## src/rtl/trap_pkg.sv

```systemverilog
// Trap controller shared types: FSM states, CSR map, mstatus bits, causes.
// Imported by the trap controller and anything driving its CSR port.
package trap_pkg;

  typedef enum logic [2:0] {
    IDLE,
    T_EPC,
    T_CAUSE,
    T_STATUS,
    T_VEC,
    R_STATUS,
    R_EPC
  } state_t;

  localparam logic [11:0] CSR_MSTATUS = 12'h000;
  localparam logic [11:0] CSR_MTVEC   = 12'h005;
  localparam logic [11:0] CSR_MEPC    = 12'h041;
  localparam logic [11:0] CSR_MCAUSE  = 12'h042;

  localparam int MIE_BIT  = 3;
  localparam int MPIE_BIT = 7;

  localparam logic [3:0] CAUSE_ILLEGAL = 4'd2;
  localparam logic [3:0] CAUSE_EBREAK  = 4'd3;
  localparam logic [3:0] CAUSE_ECALL_M = 4'd11;

endpackage

```

## src/rtl/trap_ctrl_if.sv

```systemverilog
// CSR register-file port shared by the trap controller and the CSR file.
// The controller is master; the CSR file answers with combinational rdata.
interface trap_ctrl_if #(
  parameter int XLEN = 32
);

  logic            csr_w;
  logic [11:0]     csr_addr;
  logic [XLEN-1:0] csr_wdata;
  logic [XLEN-1:0] csr_rdata;

  modport master (
    output csr_w,
    output csr_addr,
    output csr_wdata,
    input  csr_rdata
  );

  modport slave (
    input  csr_w,
    input  csr_addr,
    input  csr_wdata,
    output csr_rdata
  );

endinterface

```

## src/rtl/trap_ctrl.sv

```systemverilog
// Machine-mode trap entry / mret sequencer driving the CSR file and PC.
// Owns the CSR port outside IDLE; passes core CSR writes through in IDLE.
module trap_ctrl
  import trap_pkg::*;
#(
  parameter int XLEN = 32
) (
  input  logic            clk,
  input  logic            rst_n,
  input  logic            trap_req,
  input  logic [3:0]      trap_cause,
  input  logic [XLEN-1:0] trap_pc,
  input  logic            mret_req,
  input  logic            core_csr_w,
  input  logic [11:0]     core_csr_addr,
  input  logic [XLEN-1:0] core_csr_wdata,
  trap_ctrl_if.master     csr,
  output logic            stall,
  output logic            pc_load,
  output logic [XLEN-1:0] pc_target
);

  state_t          state;
  logic [XLEN-1:0] epc_q;
  logic [3:0]      cause_q;
  logic [XLEN-1:0] status;

  always_ff @(posedge clk) begin
    if (!rst_n) begin
      state   <= IDLE;
      epc_q   <= '0;
      cause_q <= '0;
    end else begin
      unique case (state)
        IDLE: begin
          if (trap_req) begin
            state   <= T_EPC;
            epc_q   <= trap_pc;
            cause_q <= trap_cause;
          end else if (mret_req) begin
            state <= R_STATUS;
          end
        end
        T_EPC:    state <= T_CAUSE;
        T_CAUSE:  state <= T_STATUS;
        T_STATUS: state <= T_VEC;
        T_VEC:    state <= IDLE;
        R_STATUS: state <= R_EPC;
        R_EPC:    state <= IDLE;
        default:  state <= IDLE;
      endcase
    end
  end

  assign stall = (state != IDLE) | trap_req | mret_req;

  always_comb begin
    csr.csr_w     = 1'b0;
    csr.csr_addr  = '0;
    csr.csr_wdata = '0;
    pc_load       = 1'b0;
    pc_target     = '0;
    status        = csr.csr_rdata;
    unique case (state)
      IDLE: begin
        // an accepted trap/mret owns the CSR file from here on
        csr.csr_w     = core_csr_w & ~(trap_req | mret_req);
        csr.csr_addr  = core_csr_addr;
        csr.csr_wdata = core_csr_wdata;
      end
      T_EPC: begin
        csr.csr_w     = 1'b1;
        csr.csr_addr  = CSR_MEPC;
        csr.csr_wdata = epc_q;
      end
      T_CAUSE: begin
        csr.csr_w     = 1'b1;
        csr.csr_addr  = CSR_MCAUSE;
        csr.csr_wdata = {{(XLEN-4){1'b0}}, cause_q};
      end
      T_STATUS: begin
        status[MPIE_BIT] = csr.csr_rdata[MIE_BIT];
        status[MIE_BIT]  = 1'b0;
        csr.csr_w     = 1'b1;
        csr.csr_addr  = CSR_MSTATUS;
        csr.csr_wdata = status;
      end
      T_VEC: begin
        csr.csr_addr = CSR_MTVEC;
        pc_load      = 1'b1;
        pc_target    = {csr.csr_rdata[XLEN-1:2], 2'b00};
      end
      R_STATUS: begin
        status[MIE_BIT]  = csr.csr_rdata[MPIE_BIT];
        status[MPIE_BIT] = 1'b1;
        csr.csr_w     = 1'b1;
        csr.csr_addr  = CSR_MSTATUS;
        csr.csr_wdata = status;
      end
      R_EPC: begin
        csr.csr_addr = CSR_MEPC;
        pc_load      = 1'b1;
        pc_target    = csr.csr_rdata;
      end
      default: ;
    endcase
  end

endmodule
```

## src/flat_wrapper.sv

```systemverilog
// flat-port wrapper written by rule: the top's interface ports become plain ports
module trap_ctrl_flat import trap_pkg::*;
#(
  parameter int XLEN = 32
)
  (clk, rst_n, trap_req, trap_cause, trap_pc, mret_req, core_csr_w, core_csr_addr, core_csr_wdata, stall, pc_load, pc_target, csr_csr_w, csr_csr_addr, csr_csr_wdata, csr_csr_rdata);
  trap_ctrl_if #(.XLEN(XLEN)) csr_i ();
  input  logic clk;
  input  logic rst_n;
  input  logic trap_req;
  input  logic [3:0] trap_cause;
  input  logic [XLEN-1:0] trap_pc;
  input  logic mret_req;
  input  logic core_csr_w;
  input  logic [11:0] core_csr_addr;
  input  logic [XLEN-1:0] core_csr_wdata;
  output logic stall;
  output logic pc_load;
  output logic [XLEN-1:0] pc_target;
  output wire logic [$bits(csr_i.csr_w)-1:0] csr_csr_w;
  output wire logic [$bits(csr_i.csr_addr)-1:0] csr_csr_addr;
  output wire logic [$bits(csr_i.csr_wdata)-1:0] csr_csr_wdata;
  input wire logic [$bits(csr_i.csr_rdata)-1:0] csr_csr_rdata;
  assign csr_csr_w = csr_i.csr_w;
  assign csr_csr_addr = csr_i.csr_addr;
  assign csr_csr_wdata = csr_i.csr_wdata;
  assign csr_i.csr_rdata = csr_csr_rdata;
  trap_ctrl #(.XLEN(XLEN)) u_core (.clk(clk), .rst_n(rst_n), .trap_req(trap_req), .trap_cause(trap_cause), .trap_pc(trap_pc), .mret_req(mret_req), .core_csr_w(core_csr_w), .core_csr_addr(core_csr_addr), .core_csr_wdata(core_csr_wdata), .csr(csr_i), .stall(stall), .pc_load(pc_load), .pc_target(pc_target));
endmodule
```

## config.mk

```make
export PLATFORM = sky130hd
export DESIGN_NAME = trap_ctrl_flat
export DESIGN_NICKNAME = d
export VERILOG_FILES = /design/src/rtl/trap_pkg.sv /design/src/rtl/trap_ctrl_if.sv /design/src/rtl/trap_ctrl.sv /design/src/flat_wrapper.sv
export SDC_FILE = /design/constraint.sdc
export NUM_CORES = 1
export LEC_CHECK = 0
export CAP_MARGIN = 10
export CORE_MARGIN = 3
export CORE_UTILIZATION = 55
export DETAILED_ROUTE_END_ITERATION = 10
export DONT_BUFFER_PORTS = 1
export PLACE_DENSITY_LB_ADDON = 0.3
export SETUP_SLACK_MARGIN = 0.2
export SLEW_MARGIN = 10
export SYNTH_ARGS = -nofsm -noshare
export SYNTH_HDL_FRONTEND = slang
export SYNTH_SLANG_ARGS = --single-unit
```

## constraint.sdc

```tcl
create_clock -name clk -period 1.9 [get_ports clk]
set_input_delay 0.19 -clock clk [delete_from_list [all_inputs] [get_ports clk]]
set_output_delay 0.19 -clock clk [all_outputs]
set_load 0.05 [all_outputs]
```

==> flow_summary_export.csv, run 1 <==
group,metric,value,unit
floorplan,fp-row-count,25,
yosys,synthDistinctLibCells,31,
clock_tree,cts_buffer_depth,2,
yosys,yosysSeqAreaShare,0.285,
yosys,synthesis.nets,474,
placed_design,hpwlAfterDp,7130,µm
floorplan,io_pins,196,
status,error,"[ERROR DPL-0038] Utilization greater than 100%, impossible to legalize",
yosys,synthFlopType,"dfxtp_1",
status,stop_stage,"global routing (5_1_grt)",
yosys,synth_top_area_cell,"dfxtp_1",
yosys,netlist_instances,357,
yosys,ys.warnings.count,0,
yosys,syn_area,2740,µm²
yosys,ys_ff_latch,39,
clock_tree,ctsHtreeMaxLevel,2,
yosys,synth-async-reset-ratio,0,
timing,crit_endpoint,"csr_csr_wdata[17]",
status,status,"stopped before the end",
floorplan,die_y,76.6,µm
yosys,yosysMostFrequentCell,"o21ai_0",
yosys,synth-edff-count,0,
placed_design,place.gp.congestion,0.910,
floorplan,initial_core_util,0.573,
clock_tree,cts.sinks,39,
clock_tree,cts_inserted_buffers,5,
grt,grt_max_degree,76,
clock_tree,root_buffer,"clkbuf_8",
placed_design,portBuffers,0,
placed_design,place_area,3830,µm²
floorplan,die_w,76.6,µm
yosys,synth.top_cells.by_count,"o21ai_0, and2_1, dfxtp_1, nand2_1, nand3_1",
yosys,ys_top_cells_by_area,"dfxtp_1, mux2i_1, o21ai_0",
yosys,postSynthAreaPerCell,7.68,µm²
yosys,synth_top_area_share,0.285,
timing,endpoint_type,"primary output",
## kinds of logic after synthesis
family | after synthesis | synth area share
simple gates | 138 | 0.265
compound gates | 106 | 0.242
buf+inv | 40 | 0.0831
flops | 39 | 0.285
mux | 34 | 0.125
## timing repair
action	4_1_cts
gates cloned	4
hold buffers	0
setup buffers	10
resized for setup	56
setup endpoints to repair	66
pin swaps	9
## per-stage QoR
step	utilization	setup WS, ns	std cells	TNS [ns]
4_1_cts	0.899	0.0580	491	0
2_1_floorplan	-	-0.00296	357	-0.0225
3_3_place_gp	0.801	0.297	470	0
3_5_place_dp	0.801	0.253	470	0
==> run 2: changes to the inputs <==
--- a/config.mk
+++ b/config.mk
@@ -7,11 +7,10 @@
 export LEC_CHECK = 0
 export CAP_MARGIN = 10
 export CORE_MARGIN = 3
-export CORE_UTILIZATION = 55
+export CORE_UTILIZATION = 40
 export DETAILED_ROUTE_END_ITERATION = 10
 export DONT_BUFFER_PORTS = 1
-export PLACE_DENSITY_LB_ADDON = 0.3
-export SETUP_SLACK_MARGIN = 0.2
+export PLACE_DENSITY_LB_ADDON = 0.15
 export SLEW_MARGIN = 10
 export SYNTH_ARGS = -nofsm -noshare
 export SYNTH_HDL_FRONTEND = slang
==> run 2 against run 1 <==
- the flow now finishes without violations
- synthesized cell count did not move
- area after synthesis did not move
==> flow_summary_export.csv, run 2 <==
group,metric,value,unit
status,status,"complete, no violations",
cells_and_area,largest_register,"u_core.epc_q",
floorplan,core_area,6490,µm²
placed_design,hpwlAfterDp,7430,µm
floorplan,die_w,88.8,µm
placed_design,portBuffers,0,
cells_and_area,drive_gt1_frac,0.292,
pwr,finalPower,0.00389,W
cells_and_area,n_fill_cell,570,
grt,grt_max_degree,76,
clock_tree,hold_buffers,0,
clock_tree,clk_latency,0.28,ns
pwr,switching_share,0.456,
pwr,p_leak,1.57,nW
timing,fmax,0.541,GHz
floorplan,die_area,7880,µm²
cells_and_area,synthToLayoutAreaGrowth,52.3,%
timing,rsz0062_at_grt,"true",
route,drc,0,
yosys,syn_area,2740,µm²
clock_tree,ctsHtreeMaxLevel,2,
yosys,synth-edff-count,0,
clock_tree,cts_inserted_buffers,5,
cells_and_area,nets,540,
route,wl_met1,3850,µm
pwr,internal_power,0.00211,W
pwr,clkPwrFrac,0.158,
clock_tree,root_buffer,"clkbuf_8",
cells_and_area,final_common_cell,"buf_12",
timing,fin_skew,0.00436,ns
route,topRoutingLayerUsed,"met4",
route,ant_nets,0,
route,wl,9880,µm
route,met3_length,866,µm
worst_setup_path,startpoint_type,"register",
cells_and_area,diodes,0,
worst_setup_path,critPathCaptureType,"output port",
clock_tree,clkSlewWorstSetupHoldPaths,0.08,ns
yosys,ys.warnings.count,0,
route,wl_per_cell,19.7,µm
clock_tree,cts.sinks,39,
timing,max_slew_margin,0.674,
floorplan,fp-row-count,29,
grt,grt_pass1_wl,14300,µm
grt,grt-ovfl-total,0,
floorplan,io_pins,196,
grt,antenna_found_initial,0,
timing,final_hold_viol_count,0,
worst_setup_path,critical_path_class,"reg2out",
placed_design,place.gp.congestion,0.769,
grt,grt_use_total,0.234,
pwr,p_switching,0.00177,W
pwr,cellPowerDensity,931,nW/µm²
pwr,vdd.ir_drop.worst,0.623,mV
floorplan,die_y,88.8,µm
route,via_count,2969,
cells_and_area,fin_cells,501,
yosys,ys_top_cells_by_area,"dfxtp_1, mux2i_1, o21ai_0",
timing,fin_crit_sh,0.973,
cells_and_area,mostFrequentLayoutCells,"buf_12, buf_4, and2_1, nand2_1",
timing,whs,0.0337,ns
timing,post-route-min-period,1.85,ns
worst_setup_path,worstPathMaxFanout,7,
worst_setup_path,critPathArrivalTime,1.66,ns
yosys,synth-async-reset-ratio,0,
yosys,synth_top_area_share,0.285,
job,cap_viol_max_count,0,
timing,fin_tns_setup,0,ns
route,wl_met2,4990,µm
route,firstDrtPassIters,4,
timing,tightest_slew,0.493,ns
floorplan,initial_core_util,0.422,
timing,setup_viol,0,
yosys,yosysMostFrequentCell,"o21ai_0",
yosys,synthFlopType,"dfxtp_1",
yosys,synth_top_area_cell,"dfxtp_1",
yosys,ys_ff_latch,39,
yosys,netlist_instances,357,
clock_tree,cts_tree,"done",
worst_setup_path,cp.required,1.71,ns
route,viasPerCell,5.93,
clock_tree,cts_buffer_depth,2,
timing,slew_violations,0,
placed_design,placed_cells,486,
grt,first_global_vias,2777,
yosys,synthDistinctLibCells,31,
cells_and_area,largest_registers,"u_core.epc_q: 32 flops, u_core.cause_q: 4 flops, u_core.state: 3 flops",
route,dr.first_iter.drc_count,95,
hold_path,hold_class,"in2reg",
yosys,yosysSeqAreaShare,0.285,
yosys,synth.top_cells.by_count,"o21ai_0, and2_1, dfxtp_1, nand2_1, nand3_1",
pwr,power_frac_comb,0.593,
yosys,synthesis.nets,474,
cells_and_area,largest_register_ffs,32,
yosys,postSynthAreaPerCell,7.68,µm²
pwr,seqPwrFrac,0.249,
## run 2: per-stage QoR
step | cell area (µm²) | utilization | setup WS [ns]
6_report | 4170 | 0.643 | 0.0509
5_1_grt | 4170 | 0.643 | -0.00999
4_1_cts | 4110 | 0.633 | 0.00291
2_1_floorplan | 2760 | - | -0.360
3_5_place_dp | 3940 | 0.606 | 0.152
3_3_place_gp | 3940 | 0.606 | 0.189
## run 2: path summary, 6_finish.rpt
path | slack [ns] | end | startpoint | cells after the start
min | 0.03 | u_core.epc_q[26]$_SDFFE_PN0P_ | trap_pc[26] | 2
min reg2reg | 0.45 | u_core.epc_q[17]$_SDFFE_PN0P_ | u_core.epc_q[17]$_SDFFE_PN0P_ | 2
max reg2reg | 0.19 | u_core.epc_q[11]$_SDFFE_PN0P_ | u_core.state[1]$_SDFFE_PN0P_ | 6
max | 0.05 | csr_csr_wdata[1] | u_core.state[1]$_SDFFE_PN0P_ | 4
## run 2: what timing repair did
item | in CTS | in global routing
setup buffers | 4 | 2
resized for setup | 6 | 13
setup endpoints to repair | 56 | 28
gates cloned | 1 | 0
## run 2: layer usage
metal | GRT usage | vias to the layer above
met1 | 0.268 | 1379
met5 | 0 | -
li1 | - | 1432
met2 | 0.422 | 141
met4 | 0.0646 | 0
met3 | 0.0689 | 17
## run 2: area by class of cell
class,instances,area [µm²],area share
Multi-Input combinational cell,278,1790,0.428
Timing Repair Buffer,98,1400,0.334
Sequential cell,39,792,0.190
Clock buffer,8,100,0.0240
Tap cell,77,96.3,0.0231
Inverter,1,3.75,0.000899
## run 2: power by group through the flow
stage | logic, W | clock network, W | registers (W)
global placement | 0.00220 | 0 | 0.000985
floorplan | 0.00151 | 0 | 0.000945
CTS | 0.00227 | 0.000627 | 0.000967
finish | 0.00231 | 0.000615 | 0.000966
global route | 0.00242 | 0.000672 | 0.000976
detailed placement | 0.00222 | 0 | 0.000989
## run 2: cells by family (layout without fill, tap and decap cells)
group	count (synthesis)	in the layout	share of synthesized area
compound gates	106	106	0.242
mux	34	34	0.125
simple gates	138	138	0.265
buf+inv	40	107	0.0831
flops	39	39	0.285
## run 2: worst max-delay path, stage by stage (launching register included)
cell and delay [ns]:
dfxtp_4 0.41, buf_6 0.14, mux2_2 0.33, a221o_1 0.33, buf_12 0.16
(Power assumes the default switching activity.)
==> run 3: changes to the inputs <==
--- a/config.mk
+++ b/config.mk
@@ -5,6 +5,7 @@
 export SDC_FILE = /design/constraint.sdc
 export NUM_CORES = 1
 export LEC_CHECK = 0
+export ABC_AREA = 1
 export CAP_MARGIN = 10
 export CORE_MARGIN = 3
 export CORE_UTILIZATION = 40
==> run 3 against run 2 <==
- non-clock buffer count shrank 4
- first-iteration DRC count rose by 18%
- setup slack better by 0.029 ns
- clock skew grew 0.0016 ns
- routed wire length is 5.9% lower
- clock power is 18% lower
- area after synthesis is 0.27% higher
- sequential share of layout area increased by 0.44 points
- critical path type unchanged
- sequential power grew 5%
- highest routed layer unchanged
- via count grew 4.5%
- sequential cell count unchanged
- register-to-register slack gained 0.36 ns
==> flow_summary_export.csv, run 3 <==
group,metric,value,unit
worst_setup_path,startpoint_type,"register",
timing,fin_crit_sh,0.958,
grt,grt-ovfl-total,0,
yosys,synth_top_area_share,0.284,
grt,grt_busiest_layer,"met2",
timing,slew_violations,0,
yosys,synth_top_family_by_area,"simple AND/OR/NAND/NOR gates",
grt,gr-usage-met1,0.234,
grt,grt_max_degree,73,
cells_and_area,mostFrequentLayoutCells,"nand2_1, nor2_1, inv_1, buf_4, buf_12",
yosys,ys_top_cells_by_area,"dfxtp_1, nand2_1, nor2_1",
yosys,ys_ff_latch,39,
floorplan,die_y,88.9,µm
cells_and_area,nets,695,
placed_design,portBuffers,0,
yosys,yosysSeqAreaShare,0.284,
yosys,postSynthAreaPerCell,5.46,µm²
floorplan,core_area,6490,µm²
timing,post-route-min-period,1.82,ns
cells_and_area,fin_util,0.622,
floorplan,io_pins,196,
timing,tightest_slew,0.492,ns
placed_design,place.gp.congestion,0.826,
cells_and_area,largest_register,"u_core.epc_q",
pwr,finalPower,0.00464,W
grt,antenna_found_initial,0,
timing,rsz0062_at_grt,"true",
floorplan,die_w,88.9,µm
timing,setup_viol,0,
clock_tree,ctsHtreeMaxLevel,2,
clock_tree,root_buffer,"clkbuf_8",
grt,first_global_vias,2768,
route,firstDrtPassIters,4,
yosys,synth.top_cells.by_count,"nand2_1, nor2_1, inv_1",
yosys,synthDistinctLibCells,21,
worst_setup_path,cp.required,1.71,ns
yosys,synthesis.nets,620,
hold_path,holdPathStages,2,
timing,max_slew_margin,0.674,
yosys,synth-async-reset-ratio,0,
yosys,synth_fa_ha_area_frac,0,
pwr,vdd.ir_drop.worst,0.530,mV
clock_tree,cts_tree,"done",
cells_and_area,final_common_cell,"nand2_1",
yosys,yosys.area_share.simple,0.526,
yosys,netlist_instances,503,
hold_path,hold_class,"in2reg",
floorplan,fp-row-count,29,
cells_and_area,largest_register_ffs,32,
yosys,synth_xor_xnor_area_share,0,
timing,final_hold_viol_count,0,
yosys,ys.warnings.count,0,
yosys,syn_area,2750,µm²
timing,fin_skew,0.00592,ns
yosys,synthMuxAreaShare,0,
job,cap_viol_max_count,0,
route,ant_nets,0,
grt,grt_util_met3,0.0728,
clock_tree,cts_inserted_buffers,5,
route,viasPerCell,4.75,
clock_tree,cts_buffer_depth,2,
yosys,synthFlopType,"dfxtp_1",
route,wl,9300,µm
worst_setup_path,worstPathMaxFanout,10,
floorplan,initial_core_util,0.423,
pwr,cellPowerDensity,1150,nW/µm²
worst_setup_path,r2r_slack,0.55,ns
grt,use_met2,0.363,
yosys,synth_top_area_cell,"dfxtp_1",
worst_setup_path,critPathArrivalTime,1.63,ns
cells_and_area,largest_registers,"u_core.epc_q: 32 flops, u_core.cause_q: 4 flops, u_core.state: 3 flops",
placed_design,hpwlAfterDp,6720,µm
yosys,synth_compound_area_frac,0.00455,
route,wl_per_cell,14.2,µm
floorplan,die_area,7900,µm²
timing,fmax,0.549,GHz
worst_setup_path,critPathCaptureType,"output port",
pwr,p_leak,2.26,nW
grt,grt_pass1_wl,12500,µm
cells_and_area,drive_gt1_frac,0.210,
yosys,yosysMostFrequentCell,"nand2_1",
route,dr.first_iter.drc_count,112,
worst_setup_path,reg2reg_depth,8,
clock_tree,clkSlewWorstSetupHoldPaths,0.07,ns
route,drc,0,
route,via_count,3104,
cells_and_area,synthToLayoutAreaGrowth,47.0,%
worst_setup_path,critical_path_class,"reg2out",
cells_and_area,diodes,0,
grt,grt_use_total,0.204,
clock_tree,clk_latency,0.28,ns
yosys,synth-edff-count,0,
status,status,"complete, no violations",
clock_tree,cts.sinks,39,
-- run 3: cell count changes after synthesis, moves of 5 or more --
cell	delta
o21ai_1	-8
inv_1	+77
o21ai_0	-58
nand4_1	+6
a32oi_1	-27
inv_2	+5
and2_1	-39
clkbuf_1	-16
nor2_1	+118
mux2i_1	-32
nand2_1	+139
-- run 3: worst paths after layout --
check,from,endpoint
setup / recovery,u_core.state[1]$_SDFFE_PN0P_,csr_csr_wdata[14]
hold / removal,rst_n,u_core.epc_q[26]$_SDFFE_PN0P_
setup reg to reg,u_core.state[1]$_SDFFE_PN0P_,u_core.state[2]$_SDFFE_PN0P_
hold reg to reg,u_core.epc_q[24]$_SDFFE_PN0P_,u_core.epc_q[24]$_SDFFE_PN0P_
-- run 3: logic make-up after synthesis --
logic type,Yosys count
flops,39
compound gates,2
buf+inv,109
simple gates,353
-- run 3: critical path: stages, from the launching register on --
cell and delay [ns]:
dfxtp_1 0.31, buf_4 0.15, nor2_8 0.18, nand2_8 0.10, inv_8 0.10, clkbuf_16 0.17
nand2_1 0.06, nand3_1 0.13, buf_12 0.15
-- run 3: final cells by class --
| cell class | count | area (µm²) |
|---|---|---|
| tap | 77 | 96.3 |
| inverter | 83 | 322 |
| multi-input combinational | 355 | 1510 |
| sequential | 39 | 785 |
| timing repair buffer | 94 | 1260 |
| clock buffer | 6 | 72.6 |
| fill | 592 | 2450 |
-- run 3: metrics by stage --
| stage | TNS, ns | hold WS (ns) | cells | setup slack [ns] | instance area (µm²) |
|---|---|---|---|---|---|
| finish | 0 | 0.0280 | 654 | 0.0795 | 4040 |
| global route | -0.0751 | 0.0166 | 654 | -0.0169 | 4040 |
| CTS | 0 | 0.0126 | 648 | 0.0226 | 3870 |
| detailed placement | 0 | 0.322 | 642 | 0.111 | 3800 |
| global placement | 0 | 0.317 | 642 | 0.189 | 3800 |
| floorplan | -5.67 | 0.325 | 503 | -0.189 | 2750 |
-- run 3: routing by layer --
layer	vias up	part of all wire
li1	1611	-
met1	1340	0.39
met2	141	0.49
met3	12	0.11
met4	0	0.015
met5	-	0
-- run 3: power breakdown --
group	switching, W	internal [W]
clock	0.000260	0.000245
combinational	0.00187	0.00125
sequential	0.0000686	0.000942
-- run 3: repair_timing --
action,4_1_cts,5_1_grt
gates cloned,0,3
buffers inserted,0,3
setup endpoints to repair,36,39
gates resized for setup,2,20
hold buffers,0,0
pin swaps,0,2
==> run 4: changes to the inputs <==
--- a/config.mk
+++ b/config.mk
@@ -7,11 +7,11 @@
 export LEC_CHECK = 0
 export ABC_AREA = 1
 export CAP_MARGIN = 10
+export CORE_ASPECT_RATIO = 1.2
 export CORE_MARGIN = 3
 export CORE_UTILIZATION = 40
 export DETAILED_ROUTE_END_ITERATION = 10
 export DONT_BUFFER_PORTS = 1
-export PLACE_DENSITY_LB_ADDON = 0.15
 export SLEW_MARGIN = 10
 export SYNTH_ARGS = -nofsm -noshare
 export SYNTH_HDL_FRONTEND = slang
==> run 4 against run 3 <==
- setup slack worse by 0.029 ns
- global-route usage is 1.4 points higher
- non-clock buffer count is 1 higher
- routed wire length is 2.9% higher
- critical endpoint is now csr_csr_wdata[8]
- largest cell class unchanged
==> flow_summary_export.csv, run 4 (same netlist as run 3, synthesis figures left out) <==
group,metric,value,unit
floorplan,die_w,81.7,µm
worst_setup_path,critPathCaptureType,"output port",
placed_design,place_area,3850,µm²
placed_design,portBuffers,0,
floorplan,io_pins,196,
route,wl,9580,µm
route,via_count,3196,
cells_and_area,diodes,0,
worst_setup_path,critical_path_class,"reg2out",
grt,grt_max_degree,73,
timing,tightest_slew,0.495,ns
route,ant_nets,0,
floorplan,die_y,96.8,µm
route,dr.first_iter.drc_count,130,
timing,max_slew_margin,0.673,
placed_design,hpwlAfterDp,6860,µm
floorplan,core_area,6570,µm²
cells_and_area,n_fill_cell,578,
grt,gr-usage-met1,0.232,
job,cap_viol_max_count,0,
cells_and_area,largest_register,"u_core.epc_q",
cells_and_area,multi_input_area,1650,µm²
clock_tree,clkSlewWorstSetupHoldPaths,0.07,ns
worst_setup_path,critPathArrivalTime,1.66,ns
cells_and_area,postLayoutCellArea,4240,µm²
grt,grt_pass1_wl,13600,µm
grt,first_global_vias,2947,
clock_tree,clk_latency,0.28,ns
pwr,cellPowerDensity,1100,nW/µm²
floorplan,initial_core_util,0.419,
cells_and_area,final_common_cell,"nand2_1",
status,status,"complete, no violations",
cells_and_area,drive_gt1_frac,0.263,
route,drc,0,
worst_setup_path,reg2reg_depth,7,
grt,grt_busiest_layer,"met2",
route,firstDrtPassIters,4,
pwr,p_leak,2.39,nW
grt,grt-ovfl-total,0,
cells_and_area,synthToLayoutAreaGrowth,54.4,%
placed_design,place.gp.congestion,0.845,
clock_tree,cts_tree,"done",
grt,use_met2,0.405,
timing,post-route-min-period,1.85,ns
timing,final_hold_viol_count,0,
clock_tree,ctsHtreeMaxLevel,2,
clock_tree,root_buffer,"clkbuf_8",
clock_tree,cts_inserted_buffers,5,
hold_path,holdPathStages,2,
worst_setup_path,cp.required,1.71,ns
floorplan,die_area,7910,µm²
cells_and_area,nets,696,
route,viasPerCell,4.82,
clock_tree,cts.sinks,39,
grt,antenna_found_initial,0,
floorplan,fp-row-count,32,
worst_setup_path,startpoint_type,"register",
pwr,vdd.ir_drop.worst,0.674,mV
route,wl_per_cell,14.4,µm
cells_and_area,largest_register_ffs,32,
cells_and_area,largest_registers,"u_core.epc_q: 32 flops, u_core.cause_q: 4 flops, u_core.state: 3 flops",
timing,postLayoutSetupSlackWorst,0.0502,ns
grt,grt_use_total,0.218,
timing,fmax,0.541,GHz
clock_tree,cts_buffer_depth,2,
timing,slew_violations,0,
timing,fin_crit_sh,0.974,
placed_design,pre_cts_ws,0.203,ns
grt,grt_util_met3,0.0642,
worst_setup_path,worstPathMaxFanout,7,
cells_and_area,seq_area,785,µm²
cells_and_area,mostFrequentLayoutCells,"nand2_1, nor2_1, inv_1, buf_4, buf_12",
timing,fin_skew,0.00832,ns
timing,setup_viol,0,
clock_tree,hold_buffers,0,
hold_path,hold_class,"in2reg",
run 4: cell types whose count changed in the layout (fill, tap and decap cells not counted), moves of 3 or more:
| cell | delta |
|---|---|
| dfxtp_2 | +3 |
| nand2_1 | -6 |
| nand2_2 | +4 |
| nand3_1 | -22 |
| nand3_2 | +22 |
run 4: cell type report:
| cell class | instances | area share |
|---|---|---|
| Clock buffer | 6 | 0.0171 |
| Timing Repair Buffer | 95 | 0.308 |
| Multi-Input combinational cell | 355 | 0.389 |
| Sequential cell | 39 | 0.185 |
| Inverter | 83 | 0.0758 |
| Tap cell | 85 | 0.0251 |
run 4: repair_timing:
action | in CTS | in global routing
buffers inserted | 1 | 0
endpoints found under the setup margin | 32 | 52
gates resized for setup | 6 | 49
cloned | 0 | 4
pin swaps | 1 | 3
run 4: final timing paths:
path | startpoint | to | slack, ns
setup reg to reg | u_core.state[1]$_SDFFE_PN0P_ | u_core.epc_q[2]$_SDFFE_PN0P_ | 0.48
hold / removal | rst_n | u_core.state[2]$_SDFFE_PN0P_ | 0.03
setup / recovery | u_core.state[0]$_SDFFE_PN0P_ | csr_csr_wdata[8] | 0.05
hold reg to reg | u_core.epc_q[30]$_SDFFE_PN0P_ | u_core.epc_q[30]$_SDFFE_PN0P_ | 0.51
run 4: where the power goes:
group          internal, W  switching (W)  leakage [nW]
Clock             0.000245       0.000260        0.0371
Combinational      0.00126        0.00189          2.03
Sequential        0.000943      0.0000688         0.323
Total              0.00245        0.00221          2.39
run 4: worst max-delay path: stages (launching register included):
cell       delay [ns]
dfxtp_2          0.35
buf_8            0.16
inv_6            0.05
nor2_4           0.14
nand2_4          0.09
nand2_8          0.13
clkbuf_16        0.16
nand2_1          0.07
nand3_2          0.09
buf_12           0.14
run 4: metal layers:
layer	wire length, µm	up-vias
li1	-	1615
met1	3610	1413
met2	4950	156
met3	856	12
met4	157	0
met5	0	-
run 4: through the flow:
step	power [W]	hold slack, ns	std cells	utilization	TNS, ns
6_report	0.00467	0.0265	663	0.646	0
4_1_cts	0.00455	0.0118	659	0.602	0
3_5_place_dp	0.00400	0.321	652	0.586	0
3_3_place_gp	0.00397	0.318	652	0.586	0
5_1_grt	0.00492	0.00841	663	0.646	-0.323
2_1_floorplan	0.00281	0.325	503	-	-5.67
